### src/rtl/pwm_capture_pkg.sv
// pwm_capture_pkg: register map, bit indices and FSM encodings for the PWM capture peripheral
package pwm_capture_pkg;
    localparam logic [3:0] PWMCAP_CTRL   = 4'h0;
    localparam logic [3:0] PWMCAP_STATUS = 4'h4;
    localparam logic [3:0] PWMCAP_PERIOD = 4'h8;
    localparam logic [3:0] PWMCAP_HIGH   = 4'hC;

    localparam int CTRL_EN     = 0;
    localparam int CTRL_IRQ_EN = 1;
    localparam int STAT_VALID  = 0;
    localparam int STAT_OVF    = 1;

    localparam logic [0:0] IDLE = 1'b0;
    localparam logic [0:0] MEAS = 1'b1;
endpackage

### src/rtl/pwm_capture_sync_edge.sv
// sync_edge: synchronizer chain plus delay flop, giving a clean level and a one-cycle rise pulse
// Ports: clk, rst (async, active-high), d (async input), s (synchronized level), rise (s & ~s_d)
module sync_edge #(
    parameter int SYNC_STAGES = 2
) (
    input  logic clk,
    input  logic rst,
    input  logic d,
    output logic s,
    output logic rise
);
    logic [SYNC_STAGES-1:0] sync;
    logic                   s_d;

    always_ff @(posedge clk or posedge rst) begin
        if (rst) begin
            sync <= '0;
            s_d  <= 1'b0;
        end else begin
            sync <= {sync[SYNC_STAGES-2:0], d};
            s_d  <= sync[SYNC_STAGES-1];
        end
    end

    assign s    = sync[SYNC_STAGES-1];
    assign rise = s & ~s_d;
endmodule

### src/rtl/pwm_capture.sv
// pwm_capture: memory-mapped PWM period/high-time measurement peripheral
// Ports: clk, rst (async, active-high); bus sel/we/addr/wdata/rdata (rdata registered);
//        pwm_in (async PWM input); irq (level, irq_en & valid)
module pwm_capture
    import pwm_capture_pkg::*;
#(
    parameter int CNT_W       = 16,
    parameter int SYNC_STAGES = 2
) (
    input  logic        clk,
    input  logic        rst,
    input  logic        sel,
    input  logic        we,
    input  logic [3:0]  addr,
    input  logic [31:0] wdata,
    output logic [31:0] rdata,
    input  logic        pwm_in,
    output logic        irq
);
    logic             s;
    logic             rise;
    logic [0:0]       state;
    logic             en;
    logic             irq_en;
    logic             valid;
    logic             ovf;
    logic [CNT_W-1:0] cnt;
    logic [CNT_W-1:0] hcnt;
    logic [CNT_W-1:0] period_r;
    logic [CNT_W-1:0] high_r;
    logic [31:0]      rd_mux;
    logic             ctrl_wr;
    logic             stat_wr;
    logic             capture;
    logic             overflow;
    logic             unused_wdata;

    sync_edge #(.SYNC_STAGES(SYNC_STAGES)) u_sync (
        .clk  (clk),
        .rst  (rst),
        .d    (pwm_in),
        .s    (s),
        .rise (rise)
    );

    assign ctrl_wr      = sel & we & (addr == PWMCAP_CTRL);
    assign stat_wr      = sel & we & (addr == PWMCAP_STATUS);
    assign capture      = (state == MEAS) & en & rise;
    assign overflow     = (state == MEAS) & en & ~rise & (cnt == '1);
    assign irq          = irq_en & valid;
    assign unused_wdata = ^wdata[31:2];

    assign rd_mux = (addr == PWMCAP_CTRL)   ? {30'd0, irq_en, en} :
                    (addr == PWMCAP_STATUS) ? {30'd0, ovf, valid} :
                    (addr == PWMCAP_PERIOD) ? 32'(period_r) :
                    (addr == PWMCAP_HIGH)   ? 32'(high_r) : 32'd0;

    always_ff @(posedge clk or posedge rst) begin
        if (rst) begin
            rdata    <= '0;
            en       <= 1'b0;
            irq_en   <= 1'b0;
            valid    <= 1'b0;
            ovf      <= 1'b0;
            period_r <= '0;
            high_r   <= '0;
            state    <= IDLE;
            cnt      <= '0;
            hcnt     <= '0;
        end else begin
            if (sel & ~we)
                rdata <= rd_mux;
            if (ctrl_wr) begin
                en     <= wdata[CTRL_EN];
                irq_en <= wdata[CTRL_IRQ_EN];
            end
            // Hardware set beats a software clear landing in the same cycle
            valid <= capture  | (valid & ~(stat_wr & wdata[STAT_VALID]));
            ovf   <= overflow | (ovf   & ~(stat_wr & wdata[STAT_OVF]));
            // Both results load on the same edge so software always reads a matched pair
            if (capture) begin
                period_r <= cnt + 1'b1;
                high_r   <= hcnt;
            end
            // The rise cycle itself is high, so a fresh period starts with hcnt=1
            if (state == IDLE) begin
                if (en & rise) begin
                    state <= MEAS;
                    cnt   <= '0;
                    hcnt  <= CNT_W'(1);
                end
            end else if (~en | overflow) begin
                state <= IDLE;
                cnt   <= '0;
                hcnt  <= '0;
            end else if (rise) begin
                cnt  <= '0;
                hcnt <= CNT_W'(1);
            end else begin
                cnt  <= cnt + 1'b1;
                hcnt <= hcnt + CNT_W'(s && (hcnt != '1));
            end
        end
    end
endmodule

### config.mk
export PLATFORM = sky130hd
export DESIGN_NAME = pwm_capture
export DESIGN_NICKNAME = d
export VERILOG_FILES = /design/src/rtl/pwm_capture_pkg.sv /design/src/rtl/pwm_capture_sync_edge.sv /design/src/rtl/pwm_capture.sv
export SDC_FILE = /design/constraint.sdc
export NUM_CORES = 1
export LEC_CHECK = 0
export BUFFER_PORTS_ARGS = -buffer_cell sky130_fd_sc_hd__buf_2
export CORE_MARGIN = 1.5
export CORE_UTILIZATION = 56
export CTS_CLUSTER_SIZE = 8
export DETAILED_ROUTE_END_ITERATION = 8
export PLACE_DENSITY = 0.8
export SLEW_MARGIN = 5
export SYNTH_ARGS = -nofsm -noshare
export SYNTH_HDL_FRONTEND = slang
export SYNTH_HIERARCHICAL = 1
export SYNTH_SLANG_ARGS = --single-unit
### constraint.sdc
create_clock -name clk -period 3.7 [get_ports clk]
set_input_delay 0.925 -clock clk [delete_from_list [all_inputs] [get_ports clk]]
set_output_delay 0.925 -clock clk [all_outputs]
set_load 0.01 [all_outputs]
; Word-level counts from Yosys, hierarchy flattened
; Index checks and enable logic that the tools add are counted.
[word_totals]
ff_bits = 104
input_bits = 41
output_inout_bits = 33
word_cells = 61
[classes]
add_sub_neg = 2
eq_ne = 5
muxes = 15
bitwise = 24
n_reduce_logical = 3
[ops]
columns = op, count
row1 = $mux W16, 12
row2 = $add A16 B1 Y16, 1
row3 = $add A16 B1 Y16 const B, 1
row4 = $eq A16 B16 Y1 const B, 1
row5 = $ne A16 B16 Y1 const B, 1
row6 = $and A1 B1 Y1, 15
row7 = $eq A4 B4 Y1 const B, 2
row8 = $not A1 Y1, 6
row9 = $eq A4 B3 Y1 const B, 1
row10 = $logic_not A4 Y1, 1
row11 = $mux W1, 3
row12 = $or A1 B1 Y1, 3
row13 = $reduce_bool A2 Y1, 1
row14 = $logic_and A1 B1 Y1, 1

; Depth between registers and ports, before layout
[logic_depth]
word_depth = 8
ltp_mapped = 10

; By module
; Netlist, hierarchy kept.
[by_module_without_submodules]
columns = module, instances, cells_per_inst, area_per_inst_um2
row1 = pwm_capture, 1, 415, 4136.5
row2 = sync_edge, 1, 5, 92.6

; Worst setup path after synthesis
; No wires, ideal clock.
[synth_timing]
path_kind = flip-flop to flip-flop
from = register hcnt[11]
to = register hcnt[13]
setup_time_ps = 125
arrival_time_ps = 2011
path_slack_ps = 1563
stages_incl_launch_ff = 11
cell_sequence = dfrtp_1 -> and3_1 -> nand2_1 -> nor2_1 -> a41oi_1 -> ha_1 -> inv_1 -> nor4_2 -> nand3_1 -> a21oi_1 -> mux2i_1
[synth_between]
elab_chain_cells = 6
[synth_lines]
columns = item, line_no
row1 = "start, declared", pwm_capture.sv:28  ; logic [CNT_W-1:0] hcnt;
row2 = "start signal, assigned", pwm_capture.sv:101  ; hcnt <= hcnt + CNT_W'(s && (hcnt != '1));
row3 = $ne A16 B16 Y1, pwm_capture.sv:101
row4 = $logic_and A1 B1 Y1, pwm_capture.sv:101
row5 = $add A16 B1 Y16 *, pwm_capture.sv:101
row6 = $mux W16 *, pwm_capture.sv:96  ; end else if (rise) begin
row7 = $mux W16 *, pwm_capture.sv:92  ; end else if (~en | overflow) begin
row8 = $mux W16 *, pwm_capture.sv:86  ; if (state == IDLE) begin
; Every way passes the cells marked *; elsewhere a longest branch is shown, timed or not.
; A chain may end at the register's enable or synchronous reset.

; Final worst setup path
[layout_timing]
from = register hcnt[11]
to = register hcnt[14]
; The elaborated chain is that of the path after synthesis.

==> results.cfg <==
[synth]
yosys.area.top_type = dfrtp_1
synth_compound_area_frac = 0.1621
seq_area_frac_synth = 0.5207
synthCells = 420
synth_mux_area_frac = 0.05237
netlist_area_sq_um = 4229
synth_top_family_by_area = compound AO/OA/AOI/OAI gates
ys_types = 47
yosys.area_share.adder = 0.008876
synth_flop_cell = dfrtp_1
synth-seq-cells = 88
async_flop_share = 1.000
synth_warnings = 6
yosys.area_share.xor_xnor = 0.02899
synth-simple-area-share = 0.1609
synthTopCellsByArea = dfrtp_1, o21ai_0, nand2_1
yosysTopAreaCellShare = 0.5207
syn_avg_cell_area_sq_um = 10.07
synth_edf_count = 0

[power]
p_switching_w = 0.0006024
finalPower_w = 0.002060
p_leak_nw = 2.040
p_comb_frac = 0.147
clkPwrFrac = 0.314
ir_drop_uv = 192.3
swShare = 0.2924
pwr-share-seq = 0.539
internal_power_w = 0.001458
powerDensity_nw_per_um2 = 452.1

[timing]
clock.fmax_mhz = 371.4
fin_crit_ns = 2.692
slew_headroom = 0.4675
worstMarginPinSlew_ns = 0.7968
hold_viol_final = 0
drv_slew = 0
final.setup.worst_slack_ns = 1.008
rsz0062_at_grt = no
tns_ns = 0
fin_crit_sh = 0.7277
skew_ns = 0.006785
setup_viol = 0

[routing]
wire_per_inst_um = 15.95
via_per_inst = 5.947
drt_wl_total_um = 8676
first_iter_violations = 338
drc = 0
postRouteAntennaNets = 0
first_pass_iters = 5
vias = 3235

[clock_tree]
cts_sinks = 88
postCtsSetupRepairBufs = 0
numCtsBuffers = 9
clk_latency_ns = 0.36
ctsHoldBuffers = 0
h-tree-depth = 3
clkSlewWorstSetupHoldPaths_ns = 0.08
cts_root_buffer = clkbuf_8
clockBufferDepth = 2
post_cts_resized = 0
cts_tree = done

[setup_path]
crit_fanout = 8
critPathMaxStageDelay_ns = 0.48
critPathKind = flip-flop to flip-flop
cp_common_cell = o21ai_0
crit_path_end_kind = flip-flop
crit_path_top_delay_cell = dfrtp_1
worstPathCellList = and3_1 -> nand2_1 -> nor2_1 -> a41oi_1 -> ha_1 -> inv_1 -> nor4_2 -> a211oi_1 -> o21ai_0 -> o21ai_0
worst_setup_path_start_kind = flip-flop
crit_required_ns = 3.92
arrival_ns = 2.91

[global_route]
grt_pass1_vias = 3071
grt_antenna_before_repair = 0
track_usage = 0.2318
grt_start_max_net_pins = 50
grt_pass1_wl_um = 14870
gr-total-overflow = 0

[die]
dieWidth_um = 89.90
die_h_um = 89.90
dieArea_sq_um = 8082
coreArea_sq_um = 7292
io-pin-count = 74
rows = 31
initial_core_util = 0.5800

[layout]
area_growth_pct = 7.751
nets = 485
multi_input_area_sq_um = 1814
antenna-diode-count = 0
fillCellCount = 608
seq_area_sq_um = 2202
drive_above_1_share = 0.1775

[run_status]
status = completed

[placed_design]
io_buffer_count = 27
place.gp.congestion = 0.8346
dp_hpwl_um = 5964
dpl_worst_slack_ns = 1.226

[job]
drv_cap = 0

[min_path]
hold_path.class = flip-flop to flip-flop
## final cells by class
| type | instances | share of cell area |
|---|---|---|
| flip-flops and latches | 88 | 0.4833 |
| multi-input cells | 297 | 0.3981 |
| repair buffers | 34 | 0.04119 |
| clock buffers | 11 | 0.03103 |
| well taps | 99 | 0.02718 |
| clock inverters | 4 | 0.009885 |
| inverters | 11 | 0.009336 |
## critical path: cells and delay by family (launching register included)
kind | cells | cell delay [ns]
AOI/OAI and AO/OA | 4 | 0.84
DFF | 1 | 0.48
and+or+nand+nor | 4 | 0.84
buffers and inverters | 1 | 0.09
adders and majority gates | 1 | 0.30
## layer usage
layer | global-route usage | vias up | routed length [um]
met4 | 0.08730 | 0 | 157
li1 | - | 1519 | -
met3 | 0.04569 | 15 | 419
met5 | 0 | - | 0
met1 | 0.3078 | 1586 | 3905
met2 | 0.3785 | 115 | 4194
## through the flow
step,instances,hold slack [ns],instance area (sq um),util
after detailed placement,529,0.3412,4370,0.5993
after global routing,544,0.3610,4557,0.6249
after floorplan,435,0.3312,4285,-
after CTS,544,0.3578,4557,0.6249
after global placement,529,0.3403,4370,0.5993
final,544,0.3554,4557,0.6249
## registers in the layout, indices dropped and copies added (netlist names)
signal       flops
cnt             16
hcnt            16
high_r          16
period_r        16
rdata           16
u_sync/sync      2
en               1
irq_en           1
ovf              1
state            1
u_sync/s_d       1
valid            1
## path summary, 6_finish.rpt
check / startpoint / to / slack (ns) / cells after the start
worst max register to register: hcnt[11]$_DFFE_PP0P_ / hcnt[14]$_DFFE_PP0P_ / 1.01 / 10
min in group asynchronous: rst / u_sync/sync[0]$_DFF_PP0_ / 0.43 / 2
max in group asynchronous: rst / period_r[4]$_DFFE_PP0P_ / 2.37 / 3
worst min-delay path: u_sync/sync[0]$_DFF_PP0_ / u_sync/sync[1]$_DFF_PP0_ / 0.36 / 0
worst max-delay path: hcnt[11]$_DFFE_PP0P_ / hcnt[14]$_DFFE_PP0P_ / 1.01 / 10
worst min register to register: u_sync/sync[0]$_DFF_PP0_ / u_sync/sync[1]$_DFF_PP0_ / 0.36 / 0
## cells in the final DEF, fill, tap and decap left out, types with 3 or more instances in the layout
| master | n |
|---|---|
| a31oi_1 | 17 |
| nor2_1 | 10 |
| a21oi_1 | 15 |
| conb_1 | 16 |
| clkinv_2 | 4 |
| nand3_1 | 17 |
| mux2_2 | 17 |
| and3_1 | 5 |
| buf_4 | 7 |
| o21ai_0 | 45 |
| xor2_1 | 6 |
| o21ai_1 | 4 |
| xnor2_1 | 8 |
| nand2_1 | 57 |
| ha_1 | 3 |
| nor4_2 | 3 |
| mux2i_1 | 3 |
| nor3_1 | 6 |
| a41oi_1 | 4 |
| nand2b_1 | 4 |
| or3_1 | 5 |
| inv_1 | 10 |
| dfrtp_1 | 88 |
| buf_2 | 27 |
| a22oi_1 | 14 |
| nand4_1 | 10 |
| clkbuf_8 | 10 |
## kinds of logic (layout without fill, tap and decap cells)
kind of cell / after synthesis / after routing
compound gates: 113 / 113
xor+xnor: 14 / 14
fa+ha+maj: 3 / 3
buf+inv: 50 / 60
flops: 88 / 88
mux: 20 / 20
other cells: 1 / 16
simple gates: 131 / 131
## synthesized netlist by cell type, types with 4 or more instances
library cell / count
a41oi_1: 4
clkbuf_1: 11
nand2b_1: 4
nor2_1: 10
buf_4: 17
a22oi_1: 14
o21ai_1: 4
inv_1: 11
mux2_2: 17
buf_2: 7
a31oi_1: 17
o21ai_0: 45
a21oi_1: 15
nor3_1: 6
nand3_1: 17
or3_1: 5
xor2_1: 6
nand4_1: 10
and3_1: 5
xnor2_1: 8
nand2_1: 57
dfrtp_1: 88
## power by group through the flow
stage	Combinational, W	Sequential, W	Clock (W)
2_1_floorplan	0.000258	0.00109	0
3_3_place_gp	0.000291	0.00113	0
3_5_place_dp	0.000301	0.00113	0
4_1_cts	0.000302	0.00111	0.000663
5_1_grt	0.000340	0.00112	0.000709
6_report	0.000302	0.00111	0.000648
Power figures use the tool's default switching activity.
